File: src/rtl/shift_feeder.sv
// shift_feeder: FIFO-buffered sequencer that loads a WIDTH-bit right-shift
// register and streams its LSB out as a serial valid/ready/last bit stream.
module shift_feeder #(
  parameter int unsigned WIDTH = 4,
  parameter int unsigned DEPTH = 4
) (
  input  logic             clk,
  input  logic             areset,
  input  logic [WIDTH-1:0] in_data,
  input  logic             in_valid,
  output logic             in_ready,
  output logic             sr_load,
  output logic             sr_ena,
  output logic [WIDTH-1:0] sr_data,
  input  logic             sr_q0,
  output logic             bit_out,
  output logic             bit_valid,
  output logic             bit_last,
  input  logic             bit_ready,
  output logic             busy
);

  localparam int unsigned AW = $clog2(DEPTH);
  localparam int unsigned CW = AW + 1;
  localparam int unsigned KW = (WIDTH > 1) ? $clog2(WIDTH) : 1;
  localparam logic [KW-1:0] K_LAST = KW'(WIDTH - 1);
  localparam logic [CW-1:0] C_FULL = CW'(DEPTH);

  typedef enum logic {
    IDLE  = 1'b0,
    SHIFT = 1'b1
  } state_t;

  state_t          state_q, state_d;
  logic [KW-1:0]   k_q, k_d;

  logic [WIDTH-1:0] mem [DEPTH];
  logic [AW-1:0]    wr_ptr, rd_ptr;
  logic [CW-1:0]    count;
  logic             empty, full, push, pop;

  // FIFO flags; pops are driven only by a register load, so there is no bypass
  assign empty    = (count == '0);
  assign full     = (count == C_FULL);
  assign in_ready = areset && !full;
  assign push     = in_valid && in_ready;
  assign pop      = sr_load;
  assign sr_data  = mem[rd_ptr];

  always_ff @(posedge clk) begin
    if (push) begin
      mem[wr_ptr] <= in_data;
    end
  end

  always_ff @(posedge clk) begin
    if (!areset) begin
      wr_ptr <= '0;
      rd_ptr <= '0;
      count  <= '0;
    end else begin
      if (push) begin
        wr_ptr <= wr_ptr + AW'(1);
      end
      if (pop) begin
        rd_ptr <= rd_ptr + AW'(1);
      end
      case ({push, pop})
        2'b10:   count <= count + CW'(1);
        2'b01:   count <= count - CW'(1);
        default: count <= count;
      endcase
    end
  end

  // FSM state and bit-index register
  always_ff @(posedge clk) begin
    if (!areset) begin
      state_q <= IDLE;
      k_q     <= '0;
    end else begin
      state_q <= state_d;
      k_q     <= k_d;
    end
  end

  // Next-state and register controls; the next load overlaps the last bit
  always_comb begin
    state_d   = state_q;
    k_d       = k_q;
    sr_load   = 1'b0;
    sr_ena    = 1'b0;
    bit_valid = 1'b0;
    bit_last  = 1'b0;
    case (state_q)
      IDLE: begin
        if (!empty) begin
          sr_load = 1'b1;
          state_d = SHIFT;
          k_d     = '0;
        end
      end
      SHIFT: begin
        bit_valid = 1'b1;
        bit_last  = (k_q == K_LAST);
        if (bit_ready) begin
          if (k_q != K_LAST) begin
            sr_ena = 1'b1;
            k_d    = k_q + KW'(1);
          end else if (!empty) begin
            sr_load = 1'b1;
            k_d     = '0;
          end else begin
            state_d = IDLE;
            k_d     = '0;
          end
        end
      end
      default: begin
        state_d = IDLE;
        k_d     = '0;
      end
    endcase
  end

  assign bit_out = bit_valid && sr_q0;
  assign busy    = (state_q == SHIFT) || !empty;

endmodule
File: config.mk
export PLATFORM = sky130hd
export DESIGN_NAME = shift_feeder
export DESIGN_NICKNAME = d
export VERILOG_FILES = /design/src/rtl/shift_feeder.sv
export SDC_FILE = /design/constraint.sdc
export NUM_CORES = 1
export LEC_CHECK = 0
export BUFFER_PORTS_ARGS = -buffer_cell sky130_fd_sc_hd__buf_4
export CORE_MARGIN = 2
export CORE_UTILIZATION = 49
export DETAILED_ROUTE_END_ITERATION = 7
export PLACE_DENSITY = 0.71
export SLEW_MARGIN = 15
export SYNTH_ARGS = -nofsm -noshare
export SYNTH_HDL_FRONTEND = slang
export SYNTH_SLANG_ARGS = --single-unit
File: constraint.sdc
create_clock -name clk -period 2.1 [get_ports clk]
set_input_delay 0.21 -clock clk [delete_from_list [all_inputs] [get_ports clk]]
set_output_delay 0.21 -clock clk [all_outputs]
set_load 0.03 [all_outputs]
After elaboration in Yosys (flattened, before gate mapping)
Memory sizes are Yosys's and may differ from the RTL's. A register that Yosys moved wholly into a read port is not among the register bits.
Cells that the tools add are included.
- bitwise operators: 1
- equality and inequality tests: 7
- $add $sub $neg: 5
- reduce and logical (&&, ||, !) cells: 9
- muxes and demuxes: 21
- operators by type and width (cell ; count):
    2-to-1 mux 1 bit ; 12
    2-to-1 mux 2 bit ; 5
    adder 2 x 1 -> 2 bit (second input constant) ; 3
    inequality test 2 bit (second input constant) ; 3
    one-hot mux 3 bit (2 select lines) ; 1
    == test 2 bit (second input constant) ; 2
    one-hot mux 1 bit (2 select lines) ; 2
    one-hot mux 2 bit (2 select lines) ; 1
    adder 3 x 1 -> 3 bit (second input constant) ; 1
    == test 3 bit (second input constant) ; 1
    logical AND 1 bit ; 3
    logical NOT 3 bit ; 1
    subtractor 3 x 1 -> 3 bit (second input constant) ; 1
    == test 2 x 1 -> 1 bit (second input constant) ; 1
    logical NOT 1 bit ; 2
    AND reduction 2 bit ; 1
    nonzero test 2 bit ; 1
    logical OR 1 bit ; 1
    NOT 1 bit ; 1
- word-level logic and storage cells: 49
- register bits: 10
- output and inout port bits: 11
- memories kept: 1
- memory bits (writable): 16
- memories (name ; words ; width ; rd ports ; clocked after memory_dff ; wr ports ; line ; text):
    mem ; 4 ; 4 ; 1 ; 1 ; 1 ; 37 ; logic [WIDTH-1:0] mem [DEPTH];

Depth between registers and ports, before layout
- word-level depth: 7
- mapped depth: 9
- mapped depth without buffers: 9

Worst setup path before layout
OpenSTA, ideal clock, no wires.
- kind: register -> register
- start: register state_q
- end: register count[2]
- cell stages (with the launch flop): 9
- setup slack: -0.428 ns
- period minus slack after synthesis: 2.528 ns
- required time: 2.026 ns
- setup time: 0.074 ns
- buffers on the path: 0
- arrival: 2.454 ns
- path through: dfxtp_1 -> a21boi_0 -> nor2_1 -> ha_1 -> inv_1 -> fa_1 -> xor2_1 -> or3_1 -> a21oi_1
- longest elaborated chain between the ends: 4
- RTL lines (element ; line ; text):
    start, declared ; 34 ; state_t state_q, state_d;
    start signal, assigned ; 82 ; state_q <= state_d;
    NOT 1 bit ; - ;
    one-hot mux 1 bit (2 select lines) (*) ; 95 ; case (state_q)
    named net sr_load ; 12 ; output logic sr_load,
    == test 2 x 1 -> 1 bit / == test 2 bit (equally long branches) ; 68 ; case ({push, pop})
    one-hot mux 3 bit (2 select lines) / nonzero test 2 bit (equally long branches) ; - ;
    end signal, assigned ; 69 ; 2'b10: count <= count + CW'(1);
    end signal, assigned ; 70 ; 2'b01: count <= count - CW'(1);
    end signal, assigned ; 71 ; default: count <= count;
    end, declared ; 39 ; logic [CW-1:0] count;
Mark *: on every way through the listed nets, which the timed path passes. The rest lies on a longest branch.
A chain may end at the register's enable or synchronous reset.

Worst setup path after layout
- start: register k_q[1]
- end: register count[2]
- longest elaborated chain between the ends: 6
- RTL lines (element ; line ; text):
    start, declared ; 35 ; logic [KW-1:0] k_q, k_d;
    start signal, assigned ; 83 ; k_q <= k_d;
    inequality test 2 bit (*) ; 107 ; if (k_q != K_LAST) begin
    2-to-1 mux 1 bit (*) ; 107 ;
    2-to-1 mux 1 bit (*) ; 106 ; if (bit_ready) begin
    one-hot mux 1 bit (2 select lines) (*) ; 95 ;
    == test 2 x 1 -> 1 bit / == test 2 bit (equally long branches) ; 68 ;
    one-hot mux 3 bit (2 select lines) / nonzero test 2 bit (equally long branches) ; - ;
Every way passes the cells marked *; elsewhere a longest branch is shown, timed or not.

==> flow_metrics.tcl <==
set metrics [dict create \
    nets 134 \
    clock_path_buffers 2 \
    drtPass1Iterations 6 \
    final_hold_viol_count 0 \
    h-tree-depth 1 \
    layout_common_cells "21 x buf_4, 16 x edfxtp_1, 9 x inv_1" \
    vias 772 \
    dieWidth_um 53.90 \
    fillers 183 \
    reg2reg_setup_slack_ps 70 \
    vias_per_cell 5.252 \
    fin_crit_sh_pct 96.66 \
    gp_congestion 0.7190 \
    ant_nets 0 \
    overflow 0 \
    antenna_found_initial 0 \
    cts-root-buf "clkbuf_4" \
    fin_skew_ps 4.406 \
    wl_um 2198 \
    synth.avg_cell_area_sq_um 13.26 \
    row_count 18 \
    cts_tree "built" \
    ioPinCount 20 \
    yosysSeqAreaShare_pct 59.08 \
    worstPathMaxFanout 6 \
    crit_type "reg2reg" \
    r2r_cells 9 \
    fin_crit_ps 2030 \
    status "completed" \
    cts.sinks 28 \
    grt_pass1_wl_um 3381 \
    clk_latency_ps 330 \
    finalSetupTns_ps 0 \
    cts_buffers 3 \
    syn_nets 108 \
    comb_power_share_pct 46.0 \
    worstReg2RegStart "k_q[1]" \
    clock.fmax_mhz 492.6 \
    switching_share_pct 38.68 \
    grt_max_degree 17 \
    start_kind "register" \
    initial_utilization_pct 50.62 \
    clockPowerShare_pct 16.3 \
    fin_util_pct 64.07 \
    die_h_um 53.90 \
    worstSetupEndpointType "register" \
    hpwl_um 1604 \
    drt_iter0_drc 9 \
    layout_commonest_cell "buf_4" \
    hp-start "in_data[0]" \
    post_dp_cell_area_sq_mm 0.001453 \
    maxSlewViolCount 0 \
    fin_area_sq_mm 0.001544 \
    hp-class "in2reg" \
    net-switching-power_uw 841.8 \
    drv_cap 0 \
    power_mw 2.176 \
    ys_types 26 \
    multi_input_area_sq_um 530.5 \
    groute.usage.overall_pct 17.42 \
    p_leak_nw 0.5779 \
    final_layout_size_suffix_gt1_share_pct 39.32 \
    seq_area_sq_um 728.2 \
    drc 0 \
    internal_power_mw 1.334 \
    crit_arrival_ps 2300 \
    io_buffers 19 \
    yosys_warnings 0 \
    cp.required_ps 2370 \
    share_seq_of_total_power_pct 37.7 \
    avgRoutedWirePerCell_um 14.95 \
    synth-seq-cells 28 \
    grt_pass1_vias 751 \
    setup_violations 0 \
    postCtsSetupRepairBufs 0 \
    coreArea_sq_mm 0.002410 \
    worstSetupStartpoint "k_q[1]" \
    syn_inst 92 \
    worst_slew_pin_slew_ps 369.6 \
    n_antenna_cell 0 \
    rsz0062_at_grt "no" \
    vdd_ir_drop_max_v 0.001015 \
    syn_area_sq_mm 0.001220 \
    area_growth_pct 26.56 \
    p_per_area_mw_per_mm2 1409 \
    die-area_sq_mm 0.002905 \
    relSlewSlack_pct 75.28 \
    cts.clk_slew.worst_paths_ps 150 \
    holdPathStages 1 \
]
## routing by layer
| metal | track usage [%] | up-vias | routed length, um |
|---|---|---|---|
| met3 | 2.500 | 4 | 75 |
| met4 | 10.26 | 0 | 33 |
| li1 | - | 376 | - |
| met1 | 21.53 | 377 | 933 |
| met5 | 0 | - | 0 |
| met2 | 28.86 | 15 | 1157 |
## power groups by stage
stage / Combinational (mW) / Sequential [mW] / Clock, mW
global placement: 0.931 / 0.802 / 0
finish: 1.00 / 0.821 / 0.355
floorplan: 0.680 / 0.798 / 0
global route: 1.09 / 0.839 / 0.376
CTS: 0.991 / 0.809 / 0.362
detailed placement: 0.956 / 0.807 / 0
## flip-flops by register name, indices dropped and copies added (netlist names), named ones only
register / flops
rd_ptr: 2
count: 3
state_q: 1
wr_ptr: 2
mem: 16
k_q: 2
## what timing repair did
action | 4_1_cts | 5_1_grt
resized for setup | 6 | 5
setup endpoints to repair | 1 | 1
pin swaps | 1 | 1
endpoints found under the hold margin | 0 | 0
hold buffers | 0 | 0
cloned | 0 | 0
## cell type report
| cell class | count | area share (%) |
|---|---|---|
| clock buffer | 3 | 1.459 |
| clock inverter | 1 | 1.945 |
| inverter | 10 | 2.431 |
| multi-input combinational | 54 | 34.36 |
| sequential | 28 | 47.16 |
| tap | 30 | 2.431 |
| timing repair buffer | 21 | 10.21 |
## Yosys cell counts
cell type | n | area share (%)
a211oi_4 | 1 | 1.6
a21boi_0 | 1 | 0.62
a21oi_1 | 7 | 2.9
a31oi_1 | 1 | 0.51
and2_1 | 6 | 3.1
and3b_1 | 1 | 0.72
clkinv_1 | 1 | 0.31
dfxtp_1 | 12 | 20
edfxtp_1 | 16 | 39
fa_1 | 1 | 1.6
ha_1 | 6 | 6.2
inv_1 | 9 | 2.8
mux2_2 | 1 | 0.92
mux2i_1 | 2 | 1.6
mux4_2 | 4 | 7.4
nand2_1 | 3 | 0.92
nand2b_1 | 2 | 1.0
nand3b_1 | 1 | 0.62
nor2_1 | 6 | 1.8
nor2b_1 | 1 | 0.51
nor3_2 | 1 | 0.82
o21ai_0 | 3 | 1.2
o31ai_1 | 1 | 0.62
or3_1 | 2 | 1.0
or4_1 | 1 | 0.62
xor2_1 | 2 | 1.4
## cell families after synthesis
kind of cell	Yosys count	share of synthesized area [%]
DFF	28	59.08
and+or+nand+nor	24	11.18
AOI/OAI and AO/OA	14	7.487
buffers and inverters	10	3.076
muxes	7	9.949
adders and majority gates	7	7.795
xor gates and xnor gates	2	1.436
## per-stage QoR
step                      hold WS, ps  setup slack [ps]  instances
final                           65.92             70.13        147
after global routing            54.98             1.498        147
after CTS                       53.68             9.022        147
after detailed placement        414.1             61.41        143
after global placement          411.2             125.2        143
after floorplan                 308.9             28.90         92
## path summary, 6_finish.rpt
| check | to |
|---|---|
| hold / removal | mem[0][0] |
| setup / recovery | count[2] |
| hold reg to reg | k_q[0] |
| setup reg to reg | count[2] |
## worst max-delay path, cell delays in order, from the launching register on
cell,delay (ps)
dfxtp_2,390
ha_4,160
a21boi_4,80
nor2_4,120
ha_4,140
inv_1,60
fa_2,360
xor2_1,170
or3_4,340
a21oi_2,160
Note: power is estimated with default switching activity, not from simulation.
